`src/rtl/fetch_queue.sv`:
```
// Instruction fetch unit: PC, 1-cycle-latency imem reads, DEPTH-entry prefetch FIFO with redirect flush.
// Optional perf counters (perfFetched/perfFlushed) enabled by defining FETCH_QUEUE_PERF_EN.
module fetch_queue #(
  parameter int unsigned        ADDR_W   = 32,
  parameter int unsigned        INSTR_W  = 32,
  parameter int unsigned        DEPTH    = 4,
  parameter logic [ADDR_W-1:0]  RESET_PC = '0,
  parameter logic [ADDR_W-1:0]  PC_STEP  = ADDR_W'(4)
) (
  input  logic               clk,
  input  logic               rst_n,
  input  logic               redirect,
  input  logic [ADDR_W-1:0]  redirectPc,
  output logic               imemRd,
  output logic [ADDR_W-1:0]  imemAddr,
  input  logic [INSTR_W-1:0] imemData,
  output logic               ifValid,
  output logic [INSTR_W-1:0] ifInstr,
  output logic [ADDR_W-1:0]  ifPc,
`ifdef FETCH_QUEUE_PERF_EN
  input  logic               ifReady,
  output logic [31:0]        perfFetched,
  output logic [31:0]        perfFlushed
`else
  input  logic               ifReady
`endif
);

  localparam int unsigned PTR_W = $clog2(DEPTH);
  localparam int unsigned CNT_W = $clog2(DEPTH + 1);

  logic [ADDR_W-1:0]  fetchPc;
  logic [INSTR_W-1:0] instrMem [DEPTH];
  logic [ADDR_W-1:0]  pcMem    [DEPTH];
  logic [PTR_W-1:0]   rdPtr, wrPtr;
  logic [CNT_W-1:0]   count;
  logic               inflight;
  logic [ADDR_W-1:0]  inflightPc;

  logic               pop, push;
  logic [CNT_W-1:0]   occ;

  // occ = slots that will be committed after this cycle's pop; a new read may only
  // issue if it is guaranteed a free slot when its response arrives next cycle.
  always_comb begin
    pop      = (count != '0) && ifReady;
    push     = inflight && !redirect;
    occ      = count + CNT_W'(inflight) - CNT_W'(pop);
    imemRd   = rst_n && !redirect && (occ < CNT_W'(DEPTH));
    imemAddr = fetchPc;
    ifValid  = (count != '0);
    ifInstr  = instrMem[rdPtr];
    ifPc     = pcMem[rdPtr];
  end

  always_ff @(posedge clk or negedge rst_n) begin
    if (!rst_n) begin
      fetchPc    <= RESET_PC;
      rdPtr      <= '0;
      wrPtr      <= '0;
      count      <= '0;
      inflight   <= 1'b0;
      inflightPc <= '0;
      for (int unsigned i = 0; i < DEPTH; i++) begin
        instrMem[i] <= '0;
        pcMem[i]    <= '0;
      end
    end else if (redirect) begin
      fetchPc  <= redirectPc;
      count    <= '0;
      rdPtr    <= wrPtr;
      inflight <= 1'b0;
    end else begin
      if (push) begin
        instrMem[wrPtr] <= imemData;
        pcMem[wrPtr]    <= inflightPc;
        wrPtr           <= wrPtr + PTR_W'(1);
      end
      if (pop) begin
        rdPtr <= rdPtr + PTR_W'(1);
      end
      count <= count + CNT_W'(push) - CNT_W'(pop);
      if (imemRd) begin
        inflight   <= 1'b1;
        inflightPc <= fetchPc;
        fetchPc    <= fetchPc + PC_STEP;
      end else begin
        inflight <= 1'b0;
      end
    end
  end

`ifdef FETCH_QUEUE_PERF_EN
  // On redirect, occ is exactly the queued entries (minus a same-cycle pop) plus the in-flight read.
  always_ff @(posedge clk or negedge rst_n) begin
    if (!rst_n) begin
      perfFetched <= '0;
      perfFlushed <= '0;
    end else begin
      if (push) begin
        perfFetched <= perfFetched + 32'd1;
      end
      if (redirect) begin
        perfFlushed <= perfFlushed + 32'(occ);
      end
    end
  end
`else
`endif

endmodule

```
`config.mk`:
```
export PLATFORM = sky130hd
export DESIGN_NAME = fetch_queue
export DESIGN_NICKNAME = d
export VERILOG_FILES = /design/src/rtl/fetch_queue.sv
export SDC_FILE = /design/constraint.sdc
export NUM_CORES = 1
export LEC_CHECK = 0
export CAP_MARGIN = 10
export CORE_MARGIN = 2
export CORE_UTILIZATION = 25
export DETAILED_ROUTE_END_ITERATION = 6
export SYNTH_ARGS = -nofsm -noshare
export SYNTH_HDL_FRONTEND = slang
export SYNTH_SLANG_ARGS = --single-unit
```
`constraint.sdc`:
```
create_clock -name clk -period 3.9 [get_ports clk]
set_input_delay 0.78 -clock clk [delete_from_list [all_inputs] [get_ports clk]]
set_output_delay 0.78 -clock clk [all_outputs]
set_load 0.05 [all_outputs]
```
== Word level (Yosys, flattened, before mapping) ==
Cells that the tools add are included.
Storage, ports and cells
  register bits: 328
  bits in latches: 0
  memory bits (writable): 0
  memory bits (read-only): 0
  input port bits: 68
  logic and storage cells: 56
  memories: 0
Cells by class
  add/subtract/negate cells: 7
  multipliers: 0
  div/mod/pow operators: 0
  magnitude comparators: 4
  eq/ne operators: 0
  shifts and indexed selects: 0
  multiplexer cells: 17
  bitwise logic cells: 3
  reductions and logical operators: 11
Operator list (number)
  128-bit bitwise mux: 2
  32-bit two-way mux: 7
  32-bit binary-select mux with 2-bit select: 2
  32-bit demux with 2-bit select: 1
  32-bit by 3-bit adder with 32-bit output (second input constant): 1
  3-bit by 1-bit adder with 3-bit output: 2
  3-bit >= comparator (second input constant): 2
  2-bit inverter with 3-bit output: 2
  3-bit by 1-bit subtractor with 3-bit output: 2
  1-bit logical AND: 5
  2-bit by 1-bit adder with 2-bit output (second input constant): 2
  2-bit two-way mux: 2
  2-bit AND reduction: 2
  2-bit nonzero test: 2
  3-bit by 1-bit < comparator with 1-bit output (second input constant): 1
  3-bit < comparator (second input constant): 1
  3-bit two-way mux: 1
  3-bit nonzero test: 1
  1-bit two-way mux: 2
  1-bit logical NOT: 1
  1-bit inverter: 1

== Logic depth before layout (Yosys ltp) ==
  depth after elaboration: 7
  mapped depth: 14
  depth with buffers taken out: 11

== Worst setup path before layout ==
No wires, ideal clock.
  kind: register -> output
  start: reg count[1]
  end: out imemRd
  data arrival time: 3.419 ns
  setup slack: -0.299 ns
  cell stages (with the launch flop): 13
  path buffers: 3
  cells stage by stage: dfrtp_1 or3_1 and2_1 ha_1 inv_1 ha_1 and3b_1 or4_4 buf_6 a21o_1 buf_4 clkbuf_1 inv_1
On the way
  cells in the longest elaborated chain, start to end: 5
  elaborated cells between the ends (all ways): 6
  classes of those cells: 2 x add/sub; 1 x order compare; 3 x reduce/logical
RTL lines
  start, declared: RTL line 36  | logic [CNT_W-1:0] count;
  start signal, assigned: RTL line 82  | count <= count + CNT_W'(push) - CNT_W'(pop);
  3-bit nonzero test
  net ifValid: RTL line 17  | output logic ifValid,
  1-bit logical AND: RTL line 46  | pop = (count != '0) && ifReady;
  3-bit by 1-bit subtractor with 3-bit output: RTL line 48  | occ = count + CNT_W'(inflight) - CNT_W'(pop);
  3-bit < comparator: RTL line 49  | imemRd = rst_n && !redirect && (occ < CNT_W'(DEPTH));
  1-bit logical AND: RTL line 49
  end, declared: RTL line 14  | output logic imemRd,
The timed path passes the listed nets, and every way through them passes these cells.

== Worst setup path after layout ==
  start: reg count[1]
  end: out imemRd
On the way
  cells in the longest elaborated chain, start to end: 5
  elaborated cells between the ends (all ways): 6
  classes of those cells: 2 x add/sub; 1 x order compare; 3 x reduce/logical
RTL lines (RTL line)
  branches (longest 2 deep; another with 3-bit by 1-bit adder with 3-bit output)
  3-bit by 1-bit subtractor with 3-bit output (*): 48
  3-bit < comparator (*): 49
  1-bit logical AND (*): 49
Every way passes the cells marked *.

==> metrics.cfg <==
[logic_synthesis]
yosysWarnings = 0
yosysUniqueCellTypes = 52
synth_top_flop_cell = dfrtp_1
synth_edf_count = 0
netlist.top_cell.by_area = dfrtp_1
synth_area_leaders = dfrtp_1 56%, mux2_2 22%, mux4_2 9.9%
synth_fp_nets = 1028
yosysSeqAreaShare_pct = 56.5
syn_area_sq_mm = 0.0145
yosysTopAreaCellShare_pct = 56.5
synth_cells = 950
synthArstFlopShare_pct = 100
syn_avg_cell_area_sq_um = 15.3
ys_ff_latch = 328

[flow_run]
cap_viol_max_count = 0

[clocking]
cts_buffer_depth = 3
clock_latency_ps = 550
cts_htree_levels = 2
clkTransAtPathRegs_ps = 60
cts_tree = built
hold_buffers = 0
clk_root_buffer_cell = clkbuf_16
cts_made_buffers = 38
cts_sinks = 328

[global_route]
grt_pass1_wl_um = 57300
grt_max_degree = 178
antenna_found_initial = 1
grtUsageMet2_pct = 19.6
grtUsageMet3_pct = 2.45
first_global_vias = 9406
grt_overflow = 0
top_usage_layer = met2
grtUsageMet1_pct = 17.2
grtUsageTotal_pct = 12.4

[pwr]
p_int_mw = 10.2
sw_frac_of_total_pct = 38.2
power_per_cell_area_mw_per_mm2 = 886
ir_worst_vdd_mv = 0.753
pwr-share-seq_pct = 34.9
power_leakage_nw = 8.09
comb_power_share_pct = 43.6
p_sw_mw = 6.28
clkPwrFrac_pct = 21.5

[worst_setup_path]
path_buf_inv = 3
worstSetupStartpointType = flop
end_kind = output port
worst-setup-path-type = reg2out
max_stage_delay_ps = 490
required_ps = 3120
worstPathMaxFanout = 3
critPathTopFamily = simple AND/OR/NAND/NOR gates
crit_slowest_cell = or4_4
cp_common_cell = ha_4
arrival_ps = 3050
path_cells = or3_4, and2_4, ha_4, inv_2, ha_4, and3b_2, or4_4, a21o_4, clkinvlp_4, buf_8

[timing]
fin_crit_ps = 3830
timing.hold.ws_ps = 99.9
post-route-period-util_pct = 98.2
finalMaxSlewViolations = 0
hold_violations = 0
setup_violations = 0
rsz0062_at_grt = yes
slew_headroom_pct = 34.5
clock.fmax_mhz = 261
setup_tns_ps = 0
worst_pin_slew_ps = 983
skew_ps = 18.8

[drt]
viasPerCell = 4.55
drcViolationCount = 0
totalWireLength_um = 36800
drtIter0Drc = 464
vias = 8738
drtAntennaViolNets = 0
wire_per_inst_um = 19.2
first_pass_iters = 4

[floorplanning]
coreArea_sq_mm = 0.0576
io_pins = 166
start_util_pct = 25.2
dieArea_sq_mm = 0.0601
die_x_um = 245
rows = 88
die_h_um = 245

[final_layout]
drive_gt1_share_pct = 40.6
fin_nets = 1207
area_growth_pct = 27.8
fin_util_pct = 32.2

[outcome]
status = completed

[placement]
portBuffers = 165
dp_hpwl_um = 23700
globalplace.congestion = 0.752

[hold_path]
min_path_type = in2async

## routing by layer
metal | up-vias | routed length (um)
met1 | 4591 | 17100
met4 | 0 | 689
li1 | 3870 | -
met2 | 229 | 17000
met3 | 48 | 2010
met5 | - | 0
## power groups by stage
| stage | clock network, mW | registers [mW] | logic [mW] |
|---|---|---|---|
| floorplan | 0 | 5.51 | 5.05 |
| global placement | 0 | 5.73 | 7.10 |
| detailed placement | 0 | 5.82 | 7.20 |
| CTS | 3.65 | 5.76 | 7.28 |
| global route | 3.80 | 5.95 | 7.58 |
| finish | 3.54 | 5.74 | 7.17 |
## final cells by class
| cell class | count | area, sq um |
|---|---|---|
| inverter | 15 | 60.1 |
| fill | 5627 | 39000 |
| clock inverter | 10 | 124 |
| tap | 765 | 957 |
| antenna | 1 | 2.50 |
| clock buffer | 56 | 1130 |
| multi-input combinational | 552 | 6100 |
| sequential | 328 | 8220 |
| timing repair buffer | 194 | 1980 |
## Yosys cell counts, drive strengths merged (6+ instances only)
library cell	number
and3	7
buf	12
clkbuf	43
dfrtp	328
ha	9
inv	15
mux2	290
mux4	64
nand2	52
nor2	7
o2111ai	7
o211ai	6
o21ai	24
xnor2	19
xor2	6
## through the flow
step	instances	power [mW]	area (sq um)	worst slack, ps
floorplan	950	10.6	14500	23.5
CTS	1918	16.7	18500	-19.9
global route	1920	17.3	18600	-13.2
global placement	1848	12.8	17200	103
detailed placement	1848	13.0	17200	86.2
finish	1921	16.5	18600	71.2
## registers in the layout (all words and copies together) (netlist names)
signal,cells
instrMem,128
pcMem,128
wrPtr,2
count,3
inflightPc,32
inflight,1
imemAddr,32
rdPtr,2
## path summary, 6_finish.rpt
path,slack (ps),cells past startpoint,end,from
setup / recovery,70,10,imemRd,count[1]
hold / removal,100,1,inflightPc[15],rst_n
setup reg to reg,540,12,imemAddr[30],count[1]
hold reg to reg,500,1,pcMem[28],pcMem[28]
max in group asynchronous,1900,3,instrMem[92],rst_n
min in group clk,500,1,pcMem[28],pcMem[28]
## repair_timing
item                                    in CTS  in global routing
endpoints found under the setup margin       1                  3
pin swaps                                    5                  3
gates resized for setup                      8                  3
hold endpoints to repair                     0                  0
buffers inserted                             4                  2
## cell families after synthesis
| logic type | synth area share (%) |
|---|---|
| buf+inv | 1.99 |
| xor+xnor | 1.56 |
| flops | 56.5 |
| fa+ha+maj | 0.913 |
| mux | 32.5 |
| compound gates | 3.09 |
| simple gates | 3.48 |
## layout by cell type, fill, tap and decap left out, drive strengths merged, types with 9 or more instances in the layout
cell           synthesis  layout
buf                   12      32
clkbuf                43      56
clkdlybuf4s50          0     160
dfrtp                328     328
ha                     9       9
inv                   15      16
mux2                 290     290
mux4                  64      64
nand2                 52      52
o21ai                 24      24
xnor2                 19      19
No activity file was read; power rests on OpenSTA's default activity.
